===== src/rtl/mole_game_ctrl.sv =====
// Whack-a-Mole play-loop controller.
// Sequences gap/mole windows, picks a pseudo-random hole, scores button hits
// and ends the round when the armed round timer reaches zero.
// Handshake note: there is no valid/ready traffic here; start and btn are
// level inputs and only their rising edges (start_rise, btn_rise) act as events.
// The controller state is one cycle ahead of the registered outputs, which are
// loaded from it on every clock edge.
module mole_game_ctrl #(
  parameter int          MOLE_UP_CYCLES = 75_000_000,
  parameter int          GAP_CYCLES     = 25_000_000,
  parameter logic [15:0] LFSR_SEED      = 16'hACE1
) (
  input  logic       clk,
  input  logic       rst,
  input  logic       start,
  input  logic [5:0] time_left,
  input  logic [3:0] btn,
  output logic       timer_rst,
  output logic [3:0] mole,
  output logic [6:0] score,
  output logic [6:0] misses,
  output logic       playing,
  output logic       game_over,
  output logic [1:0] dbg_state
);

  typedef enum logic [1:0] {
    S_IDLE = 2'd0,
    S_GAP  = 2'd1,
    S_UP   = 2'd2,
    S_OVER = 2'd3
  } state_t;

  localparam logic [31:0] GAP_LOAD = 32'(GAP_CYCLES - 1);
  localparam logic [31:0] UP_LOAD  = 32'(MOLE_UP_CYCLES - 1);

  state_t      state, state_nx;
  logic [31:0] cnt, cnt_nx;
  logic [6:0]  score_i, score_nx;
  logic [6:0]  miss_i, miss_nx;
  logic        armed, armed_nx;
  logic [1:0]  hole, hole_nx;   // current (and therefore previous) hole
  logic [15:0] lfsr;
  logic        start_q;
  logic [3:0]  btn_q;

  logic        start_rise;
  logic [3:0]  btn_rise;
  logic [3:0]  hole_oh;
  logic [1:0]  pick;
  logic        end_cond;
  logic [6:0]  score_inc;
  logic [6:0]  miss_inc;

  assign dbg_state = state;

  // Edge detectors, free-running LFSR and controller state registers.
  always_ff @(posedge clk) begin
    if (rst) begin
      state   <= S_IDLE;
      cnt     <= '0;
      score_i <= '0;
      miss_i  <= '0;
      armed   <= 1'b0;
      hole    <= 2'd0;
      lfsr    <= LFSR_SEED;
      start_q <= 1'b0;
      btn_q   <= 4'b0000;
    end else begin
      state   <= state_nx;
      cnt     <= cnt_nx;
      score_i <= score_nx;
      miss_i  <= miss_nx;
      armed   <= armed_nx;
      hole    <= hole_nx;
      lfsr    <= {lfsr[14:0], lfsr[15] ^ lfsr[13] ^ lfsr[12] ^ lfsr[10]};
      start_q <= start;
      btn_q   <= btn;
    end
  end

  // Next-state logic: round sequencing, scoring and hole selection.
  always_comb begin
    start_rise = start & ~start_q;
    btn_rise   = btn & ~btn_q;
    hole_oh    = 4'b0001 << hole;
    pick       = lfsr[1:0];
    if (pick == hole) pick = pick + 2'd1;
    end_cond   = armed && (time_left == 6'd0);
    score_inc  = (score_i < 7'd99) ? score_i + 7'd1 : score_i;
    miss_inc   = (miss_i < 7'd99) ? miss_i + 7'd1 : miss_i;

    state_nx = state;
    cnt_nx   = cnt;
    score_nx = score_i;
    miss_nx  = miss_i;
    armed_nx = armed;
    hole_nx  = hole;

    // A non-zero timer value proves the timer has left its reset.
    if ((state == S_GAP || state == S_UP) && time_left != 6'd0) armed_nx = 1'b1;

    case (state)
      S_IDLE, S_OVER: begin
        if (start_rise) begin
          state_nx = S_GAP;
          cnt_nx   = GAP_LOAD;
          score_nx = '0;
          miss_nx  = '0;
          armed_nx = 1'b0;
        end
      end
      S_GAP: begin
        if (end_cond) begin
          state_nx = S_OVER;
        end else if (cnt == '0) begin
          state_nx = S_UP;
          cnt_nx   = UP_LOAD;
          hole_nx  = pick;
        end else begin
          cnt_nx = cnt - 32'd1;
        end
      end
      S_UP: begin
        if (end_cond) begin
          state_nx = S_OVER;
        end else if ((btn_rise & hole_oh) != 4'b0000) begin
          score_nx = score_inc;
          state_nx = S_GAP;
          cnt_nx   = GAP_LOAD;
        end else if (btn_rise != 4'b0000) begin
          // Wrong press keeps the mole up; the window keeps running but
          // never underflows so expiry still fires on a later cycle.
          miss_nx = miss_inc;
          if (cnt != '0) cnt_nx = cnt - 32'd1;
        end else if (cnt == '0) begin
          miss_nx  = miss_inc;
          state_nx = S_GAP;
          cnt_nx   = GAP_LOAD;
        end else begin
          cnt_nx = cnt - 32'd1;
        end
      end
      default: state_nx = S_IDLE;
    endcase
  end

  // Registered outputs decoded from the controller state.
  always_ff @(posedge clk) begin
    if (rst) begin
      mole      <= 4'b0000;
      score     <= '0;
      misses    <= '0;
      playing   <= 1'b0;
      game_over <= 1'b0;
      timer_rst <= 1'b1;
    end else begin
      mole      <= (state == S_UP) ? hole_oh : 4'b0000;
      score     <= score_i;
      misses    <= miss_i;
      playing   <= (state == S_GAP) || (state == S_UP);
      game_over <= (state == S_OVER);
      timer_rst <= (state == S_IDLE) || (state == S_OVER);
    end
  end

endmodule


===== config.mk =====
export PLATFORM = sky130hd
export DESIGN_NAME = mole_game_ctrl
export DESIGN_NICKNAME = d
export VERILOG_FILES = /design/src/rtl/mole_game_ctrl.sv
export SDC_FILE = /design/constraint.sdc
export NUM_CORES = 1
export LEC_CHECK = 0
export BUFFER_PORTS_ARGS = -buffer_cell sky130_fd_sc_hd__buf_2
export CAP_MARGIN = 25
export CORE_MARGIN = 5
export CORE_UTILIZATION = 53
export DETAILED_ROUTE_END_ITERATION = 16
export GPL_TIMING_DRIVEN = 1
export HOLD_SLACK_MARGIN = 0.15
export PLACE_DENSITY = 0.86
export SYNTH_ARGS = -nofsm -noshare
export SYNTH_HDL_FRONTEND = slang
export SYNTH_SLANG_ARGS = --single-unit
export TNS_END_PERCENT = 30

===== constraint.sdc =====
create_clock -name clk -period 2.53 [get_ports clk]
set_input_delay 0.3795 -clock clk [delete_from_list [all_inputs] [get_ports clk]]
set_output_delay 0.3795 -clock clk [all_outputs]
set_load 0.05 [all_outputs]

* Word-level counts from Yosys, hierarchy flattened
Index checks and enable logic that the tools add are counted.
Storage, ports and cells: logic and storage cells 98, bits of input ports 13, output and inout bits 23, bits in registers 93
Operators by class: reduce and logical (&&, ||, !) cells 19, muxes and demuxes 32, magnitude comparators 2, equal/unequal tests 15, $add $sub $neg 4, bitwise logic cells 10, shift operators 1
Operator list (count):
- $mux 32 | 8
- $pmux 32 s3 | 1
- $mux 7 | 9
- $logic_not 32->1 | 1
- $reduce_bool 32->1 | 1
- $sub 32x1->32 const B | 1
- $pmux 7 s2 | 2
- $mux 2 | 8
- $add 7x1->7 const B | 2
- $lt 7x7->1 const B | 2
- $ne 2x2->1 const B | 5
- $reduce_and 5->1 | 2
- $and 4x4->4 | 2
- $reduce_and 4->1 | 2
- $reduce_bool 4->1 | 2
- $logic_not 6->1 | 1
- $pmux 2 s3 | 1
- $reduce_bool 6->1 | 1
- $eq 2x2->1 const B | 2
- $ne 4x2->1 const B | 1
- $ne 4x3->1 const B | 1
- $ne 4x4->1 const B | 1
- $not 4->4 | 1
- $reduce_or 2->1 | 2
- 16 further kinds | 24

* Longest topological paths before layout
depth after elaboration 7, mapped depth 10, depth with buffers taken out 9

* Worst setup path after synthesis
No wires, ideal clock.
path kind reg-to-reg, start register state[1], in the netlist dbg_state[1], end register cnt[18], data required time 2.413 ns, buffers on the path 2, library setup time 0.117 ns, data arrival time 2.550 ns, clock period less this slack 2.668 ns, stages on the path, launching flop included 10, path slack -0.138 ns, cells stage by stage dfxtp_1 > inv_1 > ha_1 > clkbuf_1 > nor2_1 > o21ai_0 > a21oi_2 > clkbuf_1 > o21ai_0 > a32o_1
Between the ends: word-level cells in the longest chain between the ends 4, elaborated cells on any way between the ends 11, classes of those cells 7 x eq/ne; 1 x mux; 3 x reduce/logical
Ends and longest elaborated chain:
- from (decl) | line 37 | state_t state, state_nx;
- from (signal assigned) | line 70 | state <= state_nx;
- $eq 2x2->1 or $logic_not 2->1 (tied branches) | line 103 | case (state)
- $reduce_or 2->1 | line 103
- $ne 2x2->1 (no source line)
- $reduce_and 4->1 (no source line)
- to (signal assigned) | line 71 | cnt <= cnt_nx;
- to (decl) | line 38 | logic [31:0] cnt, cnt_nx;
Parallel ways exist; a longest one is shown, timed or not. A chain may end at the register's enable or synchronous reset.

* Worst setup path after layout
start register cnt[13], end register miss_i[4]
Between the ends: word-level cells in the longest chain between the ends 3
Ends and longest elaborated chain:
- $logic_not 32->1 | line 136 | end else if (cnt == '0) begin
- $ne 3x1->1 (no source line)
- $reduce_and 5->1 (no source line)
- to (signal assigned) | line 73 | miss_i <= miss_nx;
- to (decl) | line 40 | logic [6:0] miss_i, miss_nx;
No other way between the ends.

==> flow_summary.yaml <==
timing:
  fin_skew_ps: 9.04
  finalCriticalPeriod_ps: 2420
  setup_viol: 0
  final_hold_viol_count: 0
  slew_violations: 0
  final.setup.worst_slack_ps: 113
  worstMarginPinSlew_ps: 645
  finalSetupTns_ps: 0
  fmax_mhz: 414
  layout_worst_path_cycle_share: 0.955
  slew_headroom: 0.565
global_routing:
  grt_pass1_wl_um: 17400
  grt_start_max_net_pins: 30
  antenna_found_initial: 0
  grt_overflow: 0
  grt_use_total: 0.217
  grt_pass1_vias: 3567
min_path:
  min_from: "btn[2]"
  worstHoldPathType: "input pin to flop"
final_layout:
  final_net_count: 542
  drive_above_1_share: 0.247
  diodes: 0
  synthToLayoutAreaGrowth_pct: 17.1
clocking:
  clockBufferDepth: 2
  htreeDepth: 3
  clkSinkCount: 93
  clk-insertion-delay-late_ps: 370
  root_buffer: "clkbuf_8"
  path_clk_slew_ps: 100
  cts_hold_buf: 0
  cts_buffers: 9
  cts_tree: "yes"
route:
  drt-initial-drc-count: 341
  routed_wirelength_um: 10600
  drc: 0
  vias_per_cell: 5.97
  vias: 3752
  dr.pass1.iters: 5
  wl_per_cell_um: 16.8
  ant_nets: 0
synthesis:
  netlist_top_cells_count: "dfxtp_1, nor2_1, nor2b_1, nand2_1, o21ai_0"
  synthFlopType: "dfxtp_1"
  yosys.cell_types.count: 65
  synthCells: 461
  post-synth-top-count-cell: "dfxtp_1"
  yosys.area.top_type: "dfxtp_1"
  synth_area_mm2: 0.00421
  synth_edf_count: 0
  ys_async_sr_fraction: 0
  synth.avg_cell_area_um2: 9.14
  ys_seq_elements: 93
  ys_seq_area_frac: 0.442
  synth_warnings: 0
  synth_top_area_frac: 0.442
  syn_nets: 481
  synthTopCellsByArea: "dfxtp_1, nor2b_1, nor2_1"
floorplan:
  ios: 36
  coreArea_mm2: 0.00773
  die_w_um: 99.2
  die_y_um: 99.2
  rows: 32
  start_util: 0.545
  die-area_mm2: 0.00983
power_and_ir_drop:
  p_leak_nw: 2.05
  peakVddDrop_v: 0.000680
  power_density_mw_per_mm2: 1120
  finalPower_w: 0.00552
critical_path:
  cpMaxStageDelayCell: "or4_4"
  max_stage_delay_ps: 550
  required_ps: 2770
  startpoint: "cnt[13]"
  r2r_start: "cnt[13]"
  cp-end-kind: "flop"
  path_max_fanout: 7
  critPathLaunchType: "flop"
  worstSetupPathType: "flop to flop"
  cp.arrival_ps: 2660
  crit_chain: "or4_4 -> nand4b_2 -> buf_4 -> o31a_1 -> o22ai_4 -> nand4_1 -> xor2_1 -> nor2_1"
placement:
  dp_hpwl_um: 7500
  io_buffers: 35
  gp_congestion: 0.971
  post-place-ws_ps: -75.9
flow_run:
  maxCapViolCount: 0
outcome:
  outcome: "finished, final reports clean"
## final timing paths
check	end	slack, ps	depth (start not counted)
worst max-delay path	miss_i[4]	110	8
worst min-delay path	btn_q[2]	240	2
worst max register to register	miss_i[4]	110	8
worst min register to register	lfsr[7]	420	1
## flip-flops by register name, indices dropped and copies added (netlist names), 2 cells and up
name and flops:
dbg_state 2, misses 7, cnt 32, score 7, mole 4, lfsr 16
score_i 7, btn_q 4, miss_i 7, hole 2
## routing by layer
layer / vias up / wire [um] / GRT usage
met5: - / 0 / 0
met4: 0 / 210 / 0.0809
met3: 27 / 670 / 0.0414
met2: 155 / 4810 / 0.342
met1: 1771 / 4860 / 0.297
li1: 1799 / - / -
## timing repair
item                       in CTS  in global routing
setup endpoints to repair       0                 20
gates resized for setup         0                 10
buffers inserted                0                  1
## critical path, delay by kind of cell (launching register included)
family / cells / cell delay [ps]
simple gates: 4 / 1020
compound gates: 2 / 550
flops: 1 / 380
buf+inv: 1 / 200
xor+xnor: 1 / 150
## final cells by class
type	instances	area (um2)
clock buffers	9	124
clock inverters	7	66.3
fillers	643	2790
inverters	12	45.0
multi-input cells	336	2260
flip-flops and latches	93	1860
well taps	102	128
repair buffers	70	450
## power breakdown
part           internal [W]  total, W  switching [W]
registers           0.00167   0.00189       0.000223
clock network      0.000378  0.000970       0.000592
logic               0.00110   0.00266        0.00155
total               0.00315   0.00552        0.00237
## cell usage in the layout, fill, tap and decap left out, types with 13 or more instances in the layout
master   synthesis  layout
nor3_1          15      14
buf_4            1      34
nor2b_1         34      34
o21ai_0         19      19
nand2_1         28      28
a21oi_1         15      15
buf_2            4      35
nor2_1          47      45
dfxtp_1         93      91
nand3_1         14      13
## logic make-up after synthesis
kind of cell	after synthesis	synth area share
DFF	93	0.442
buffers and inverters	32	0.0324
muxes	2	0.0107
and+or+nand+nor	200	0.260
AOI/OAI and AO/OA	114	0.207
adders and majority gates	7	0.0208
xor gates and xnor gates	13	0.0270
## metrics by stage
stage	std cells	instance area, um2	hold WS, ps	utilization
after floorplan	461	4220	389	-
after detailed placement	612	4700	398	0.608
after global routing	629	4940	237	0.639
final	629	4940	244	0.639
after global placement	612	4700	393	0.608
after CTS	628	4890	232	0.632
No activity file was read; power rests on OpenSTA's default activity.
